<file path="config.mk">
export PLATFORM = sky130hd
export DESIGN_NAME = updown_counter_param_flat
export DESIGN_NICKNAME = d
export VERILOG_FILES = /design/src/rtl/updown_counter_param_if.sv /design/src/rtl/updown_counter_param.sv /design/src/flat_wrapper.sv
export SDC_FILE = /design/constraint.sdc
export NUM_CORES = 1
export LEC_CHECK = 0
export CORE_MARGIN = 5
export CORE_UTILIZATION = 30
export DETAILED_ROUTE_END_ITERATION = 6
export PLACE_DENSITY = 0.62
export RECOVER_POWER = 25
export SLEW_MARGIN = 20
export SYNTH_ARGS = -nofsm -noshare
export SYNTH_HDL_FRONTEND = slang
export SYNTH_SLANG_ARGS = --single-unit
</file>
<file path="constraint.sdc">
create_clock -name clk -period 2.52 [get_ports clk]
set_input_delay 0.252 -clock clk [delete_from_list [all_inputs] [get_ports clk]]
set_output_delay 0.252 -clock clk [all_outputs]
set_load 0.01 [all_outputs]
</file>
<file path="src/rtl/updown_counter_param_if.sv">
// rtl/updown_counter_param_if.sv - control/status bundle for updown_counter_param
interface updown_counter_param_if #(
  parameter int unsigned WIDTH = 4
);
  logic             en;
  logic             dir;
  logic             sat;
  logic             load;
  logic [WIDTH-1:0] load_val;
  logic             ovf_clr;
  logic [WIDTH-1:0] cnt;
  logic             tc;
  logic             at_bound;
  logic             ovf_sticky;

  modport master (
    output en, dir, sat, load, load_val, ovf_clr,
    input  cnt, tc, at_bound, ovf_sticky
  );

  modport slave (
    input  en, dir, sat, load, load_val, ovf_clr,
    output cnt, tc, at_bound, ovf_sticky
  );
endinterface

</file>
<file path="src/rtl/updown_counter_param.sv">
// rtl/updown_counter_param.sv - modulo-MAX_COUNT up/down counter with load, wrap/saturate and bound pulse
// Define UDC_OVF_STICKY_EN to add the sticky ovf_sticky register cleared by ovf_clr.
module updown_counter_param #(
  parameter int unsigned      WIDTH     = 4,
  parameter logic [WIDTH-1:0] MAX_COUNT = {WIDTH{1'b1}},
  parameter logic [WIDTH-1:0] RESET_VAL = '0
) (
  input logic                   clk,
  input logic                   rst,
  updown_counter_param_if.slave bus
);
  // One extra bit keeps MAX_COUNT = 2**WIDTH-1 from aliasing to 0 on increment.
  localparam logic [WIDTH:0] MAX_EXT = {1'b0, MAX_COUNT};
  localparam logic [WIDTH:0] ONE     = {{WIDTH{1'b0}}, 1'b1};

  logic [WIDTH-1:0] cnt_q, cnt_d;
  logic             tc_q, tc_d;
  logic             bound_evt;
  logic [WIDTH:0]   up_next, dn_next, load_ext;

  always_comb begin
    up_next   = {1'b0, cnt_q} + ONE;
    dn_next   = {1'b0, cnt_q} - ONE;
    load_ext  = {1'b0, bus.load_val};
    cnt_d     = cnt_q;
    bound_evt = 1'b0;
    if (bus.load) begin
      cnt_d = (load_ext > MAX_EXT) ? MAX_COUNT : bus.load_val;
    end else if (bus.en) begin
      if (bus.dir) begin
        if (up_next > MAX_EXT) begin
          bound_evt = 1'b1;
          cnt_d     = bus.sat ? cnt_q : '0;
        end else begin
          cnt_d = up_next[WIDTH-1:0];
        end
      end else begin
        // Borrow out of the extended subtraction means cnt was 0.
        if (dn_next[WIDTH]) begin
          bound_evt = 1'b1;
          cnt_d     = bus.sat ? cnt_q : MAX_COUNT;
        end else begin
          cnt_d = dn_next[WIDTH-1:0];
        end
      end
    end
    tc_d = bound_evt;
  end

  always_ff @(posedge clk or posedge rst) begin
    if (rst) begin
      cnt_q <= RESET_VAL;
      tc_q  <= 1'b0;
    end else begin
      cnt_q <= cnt_d;
      tc_q  <= tc_d;
    end
  end

  assign bus.cnt      = cnt_q;
  assign bus.tc       = tc_q;
  assign bus.at_bound = (bus.dir && (cnt_q == MAX_COUNT)) || (!bus.dir && (cnt_q == '0));

`ifdef UDC_OVF_STICKY_EN
  logic ovf_q, ovf_d;

  // A bound event on the same edge as ovf_clr keeps the flag set.
  always_comb begin
    ovf_d = bound_evt | (ovf_q & ~bus.ovf_clr);
  end

  always_ff @(posedge clk or posedge rst) begin
    if (rst) begin
      ovf_q <= 1'b0;
    end else begin
      ovf_q <= ovf_d;
    end
  end

  assign bus.ovf_sticky = ovf_q;
`else
  logic unused_ovf_clr;
  assign unused_ovf_clr = bus.ovf_clr;
  assign bus.ovf_sticky = 1'b0;
`endif
endmodule

</file>
<file path="src/flat_wrapper.sv">
// flat-port wrapper written by rule: the top's interface ports become plain ports
module updown_counter_param_flat 
#(
  parameter int unsigned      WIDTH     = 4,
  parameter logic [WIDTH-1:0] MAX_COUNT = {WIDTH{1'b1}},
  parameter logic [WIDTH-1:0] RESET_VAL = '0
)
  (clk, rst, bus_en, bus_dir, bus_sat, bus_load, bus_load_val, bus_ovf_clr, bus_cnt, bus_tc, bus_at_bound, bus_ovf_sticky);
  updown_counter_param_if #(.WIDTH(WIDTH)) bus_i ();
  input logic clk;
  input logic rst;
  input wire logic [$bits(bus_i.en)-1:0] bus_en;
  input wire logic [$bits(bus_i.dir)-1:0] bus_dir;
  input wire logic [$bits(bus_i.sat)-1:0] bus_sat;
  input wire logic [$bits(bus_i.load)-1:0] bus_load;
  input wire logic [$bits(bus_i.load_val)-1:0] bus_load_val;
  input wire logic [$bits(bus_i.ovf_clr)-1:0] bus_ovf_clr;
  output wire logic [$bits(bus_i.cnt)-1:0] bus_cnt;
  output wire logic [$bits(bus_i.tc)-1:0] bus_tc;
  output wire logic [$bits(bus_i.at_bound)-1:0] bus_at_bound;
  output wire logic [$bits(bus_i.ovf_sticky)-1:0] bus_ovf_sticky;
  assign bus_i.en = bus_en;
  assign bus_i.dir = bus_dir;
  assign bus_i.sat = bus_sat;
  assign bus_i.load = bus_load;
  assign bus_i.load_val = bus_load_val;
  assign bus_i.ovf_clr = bus_ovf_clr;
  assign bus_cnt = bus_i.cnt;
  assign bus_tc = bus_i.tc;
  assign bus_at_bound = bus_i.at_bound;
  assign bus_ovf_sticky = bus_i.ovf_sticky;
  updown_counter_param #(.WIDTH(WIDTH), .MAX_COUNT(MAX_COUNT), .RESET_VAL(RESET_VAL)) u_core (.clk(clk), .rst(rst), .bus(bus_i));
endmodule
</file>
Yosys cells after proc, flatten, opt, wreduce, memory -nomap -nowiden --
Cells that the tools add are included.
Word-level totals: bits in registers 5, bits of input ports 11, output and inout bits 7, word-level logic and storage cells 27
Cells by class: add/sub/neg operators 2, $lt $le $gt $ge 1, equal/unequal tests 3, mux-type cells 12, reductions and logical operators 7
Operators by type and width (number):
- $mux 4 | 7
- $ne 4x4->1 const B | 2
- $add 4x1->5 const B | 1
- $gt 5x4->1 const B | 1
- $mux 1 | 5
- $sub 4x1->5 const B | 1
- $eq 4x4->1 const B | 1
- $logic_not 4->1 | 1
- $reduce_and 3->1 | 1
- $logic_and 1x1->1 | 2
- $reduce_bool 2->1 | 1
- $logic_not 1->1 | 1
- $logic_or 1x1->1 | 1

Logic depth before layout (Yosys ltp) --
word-level depth 6, gate-level depth with buffers 8, gate-level depth less buffers 7

Least setup slack after synthesis --
No wires, ideal clock.
kind register to register, from register u_core.cnt_q[0], in the netlist u_core.bus.cnt[0], to register u_core.cnt_q[0], in the netlist u_core.bus.cnt[0], library setup time 125 ps, arrival time 2170 ps, required time 2395 ps, setup slack 225 ps, stages on the path, launching flop included 9, path buffers 1, clock period less this slack 2295 ps, path through dfrtp_1 -> inv_1 -> ha_1 -> or3b_1 -> buf_6 -> o311ai_4 -> a21boi_2 -> mux2i_1 -> mux2_2
On the way: cells in the longest elaborated chain, start to end 6
RTL lines:
- start, declared | line updown_counter_param.sv:16 | logic [WIDTH-1:0] cnt_q, cnt_d;
- start signal, assigned | line updown_counter_param.sv:55 | cnt_q <= cnt_d;
- $add 4x1->5 | line updown_counter_param.sv:22 | up_next = {1'b0, cnt_q} + ONE;
- $gt 5x4->1 | line updown_counter_param.sv:31 | if (up_next > MAX_EXT) begin
- $mux 4 | line updown_counter_param.sv:31
- $mux 4 | line updown_counter_param.sv:30 | if (bus.dir) begin
- $mux 4 | line updown_counter_param.sv:29 | end else if (bus.en) begin
- $mux 4 | line updown_counter_param.sv:27 | if (bus.load) begin
Parallel ways exist; a longest one is shown, timed or not. The select of a mux whose other input is x is not followed. A chain may end at the register's enable or synchronous reset.

Worst setup path in the final report --
from register u_core.cnt_q[1], in the netlist u_core.bus.cnt[1], to register u_core.cnt_q[0], in the netlist u_core.bus.cnt[0]
The elaborated chain is that of the path after synthesis.

==> reports/summary.txt <==
Pre-CTS WS -> 0.193 ns
Min-Delay Path Class -> in2async
Status -> complete, no violations
Area of the multi-input gates -> 367 sq um
Total grt overflow -> 0
Most frequent cells after synthesis -> 7 x nand2_1, 5 x dfrtp_1, 5 x o21ai_0
Post-route setup TNS -> 0 ns
Register area share after synthesis -> 0.223
Fillers -> 184
Clock transition at the registers of the reported paths -> 0.04 ns
Max Cap Viol -> 0
Via count -> 514
I/O pin total -> 18
Worst Skew -> 0.00235 ns
Peak supply drop -> 0.374 mV
Post-CTS setup buffer count -> 0
Setup Viol. Count Final -> 0
Cells after Synth -> 64
Leakage -> 0.000318 uW
Flop and latch count out of synthesis -> 5
Final min period -> 2.31 ns
Share of layout cells above drive strength 1 -> 0.150
Diode count -> 0
Post-synth EDFFs -> 0
Total die area -> 0.00284 sq mm
Final WL -> 1190 um
Worst EP arrival -> 2.44 ns
Bufs on Longest Clock Path -> 2
CTS sink cnt -> 5
Highest Clock Rate -> 432 MHz
Number of buffers created by CTS -> 3
Via-per-instance ratio -> 4.90
Worst skew pair latency -> 0.24 ns
Number of remaining DRC errors -> 0
Unrepaired setup endpoints after global routing -> no
Wire length per cell -> 11.3 um
Area leader, netlist -> dfrtp_1
Async SR Flop Fraction -> 1.00
Main synth FF type -> dfrtp_1
Post-Syn Area -> 562 sq um
Final WS setup -> 0.206 ns
Final-report hold violation count -> 0
Initial drt markers -> 8
Most numerous cell in the Yosys netlist -> nand2_1
Multiplexer share of the synthesized area -> 0.0735
CP Capture Type -> register
CORE AREA -> 0.00175 sq mm
Largest family of logic cells by synthesized area -> compound AO/OA/AOI/OAI gates
Initial antenna violation count -> 0
Synth Area in XOR/XNOR -> 0.0156
Die Wd -> 53.3 um
Drt first pass iters -> 4
Critical path fanouts, max -> 7
Synth top area share -> 0.223
Std cell rows -> 15
DIE HEIGHT -> 53.3 um
Syn. warnings -> 0
Period utilization -> 0.918
Number of port buffers -> 15
Yosys cell types -> 33
Worst EP required -> 2.64 ns
Register area -> 125 sq um
Initial Util -> 0.322
Synth area leaders -> dfrtp_1 22%, ha_1 8.9%, mux2i_1 5.3%, nand2_1 4.7%, o311ai_4 4.7%
First-pass GRT wire length -> 1840 um
Antenna viol nets, final -> 0
Synth Area in Adders -> 0.0891
CTS tree -> yes
Compound-cell area share of the yosys netlist -> 0.247
Hpwl dp -> 965 um
All-Layer GR Usage -> 0.0933
Critical path launch point type -> register
Root Driver -> clkbuf_4
CTS Hold Bufs -> 0
Number of global-route vias before repair -> 381
Nets -> 96
Crit Path Category -> reg2reg
Pwr per Cell Area -> 508 mW/mm^2
Count of pins over their slew limit -> 0
Largest net degree at the start of global routing -> 14
Mapped Avg Cell Area -> 8.78 sq um
Area Growth Syn to Fin -> 31.2%
Post-synthesis simple-gate area fraction -> 0.220
GPL Wtd Cong -> 0.819
Synth Net Count -> 79
CTS-repair resized insts -> 0
CTS HTree Levels -> 1
[metrics by stage]
step	total power [uW]	cells	hold slack (ns)	cell area, sq um	util
floorplan	235	64	0.0305	562	-
global placement	284	101	0.470	711	0.407
detailed placement	286	101	0.473	711	0.407
CTS	382	105	0.211	737	0.422
global route	410	105	0.357	737	0.422
finish	374	105	0.353	737	0.422
[worst paths after layout]
check                                                    from                            end  slack, ns  cells past startpoint
worst min register to register  u_core.bus.cnt[1]$_DFFE_PP0P_  u_core.bus.cnt[1]$_DFFE_PP0P_       0.69                      2
max in group asynchronous                                 rst  u_core.bus.cnt[0]$_DFFE_PP0P_       1.99                      2
worst max register to register  u_core.bus.cnt[1]$_DFFE_PP0P_  u_core.bus.cnt[0]$_DFFE_PP0P_       0.21                      7
worst min-delay path                                      rst  u_core.bus.cnt[2]$_DFFE_PP0P_       0.35                      2
min in group clk                              bus_load_val[3]  u_core.bus.cnt[3]$_DFFE_PP0P_       0.58                      3
worst max-delay path            u_core.bus.cnt[1]$_DFFE_PP0P_  u_core.bus.cnt[0]$_DFFE_PP0P_       0.21                      7
[sequential cells by signal, indices dropped and copies added, names as in the netlist]
name,count
u_core.bus.tc,1
u_core.bus.cnt,4
[cells by family (layout without fill, tap and decap cells)]
| kind of cell | count (synthesis) | count (layout) |
|---|---|---|
| adders and majority gates | 4 | 4 |
| other | 1 | 1 |
| DFF | 5 | 5 |
| and+or+nand+nor | 23 | 23 |
| xor gates and xnor gates | 1 | 1 |
| muxes | 4 | 4 |
| buffers and inverters | 10 | 26 |
| AOI/OAI and AO/OA | 16 | 16 |
[cell usage in the layout (no fill, tap or decap), types with 3 or more instances in the layout]
cell	count
ha_1	4
inv_1	4
clkbuf_4	3
dfrtp_1	5
mux2i_1	3
buf_4	3
o21ai_0	5
nand3_1	3
nand2_1	7
clkdlybuf4s50_1	14
nor2_1	4
[critical path, cell delays in order (launching register included)]
cell      delay (ns)
dfrtp_1         0.41
inv_1           0.08
ha_1            0.31
or3b_1          0.49
o311ai_4        0.35
a21boi_2        0.15
mux2i_1         0.14
mux2_2          0.26
[cell type report]
cell class | count | area share
inverters | 4 | 0.0204
clock buffers | 4 | 0.0357
repair buffers | 18 | 0.234
well taps | 25 | 0.0424
multi-input cells | 49 | 0.497
flip-flops and latches | 5 | 0.170
[metal layers]
metal  routed length [um]  track usage  share of wire  up-vias
met2                  544        0.120           0.46       17
met1                  536        0.123           0.45      233
met5                    0            0              0        -
li1                     -            -              -      262
met4                   19       0.0511          0.016        0
met3                   91       0.0451          0.076        2
[power breakdown]
part | leakage, uW | internal (uW) | switching, uW
Clock | 0.0000150 | 59.7 | 31.0
Combinational | 0.000241 | 88.8 | 85.2
Sequential | 0.0000618 | 90.4 | 18.9
Note: power is estimated with default switching activity, not from simulation.
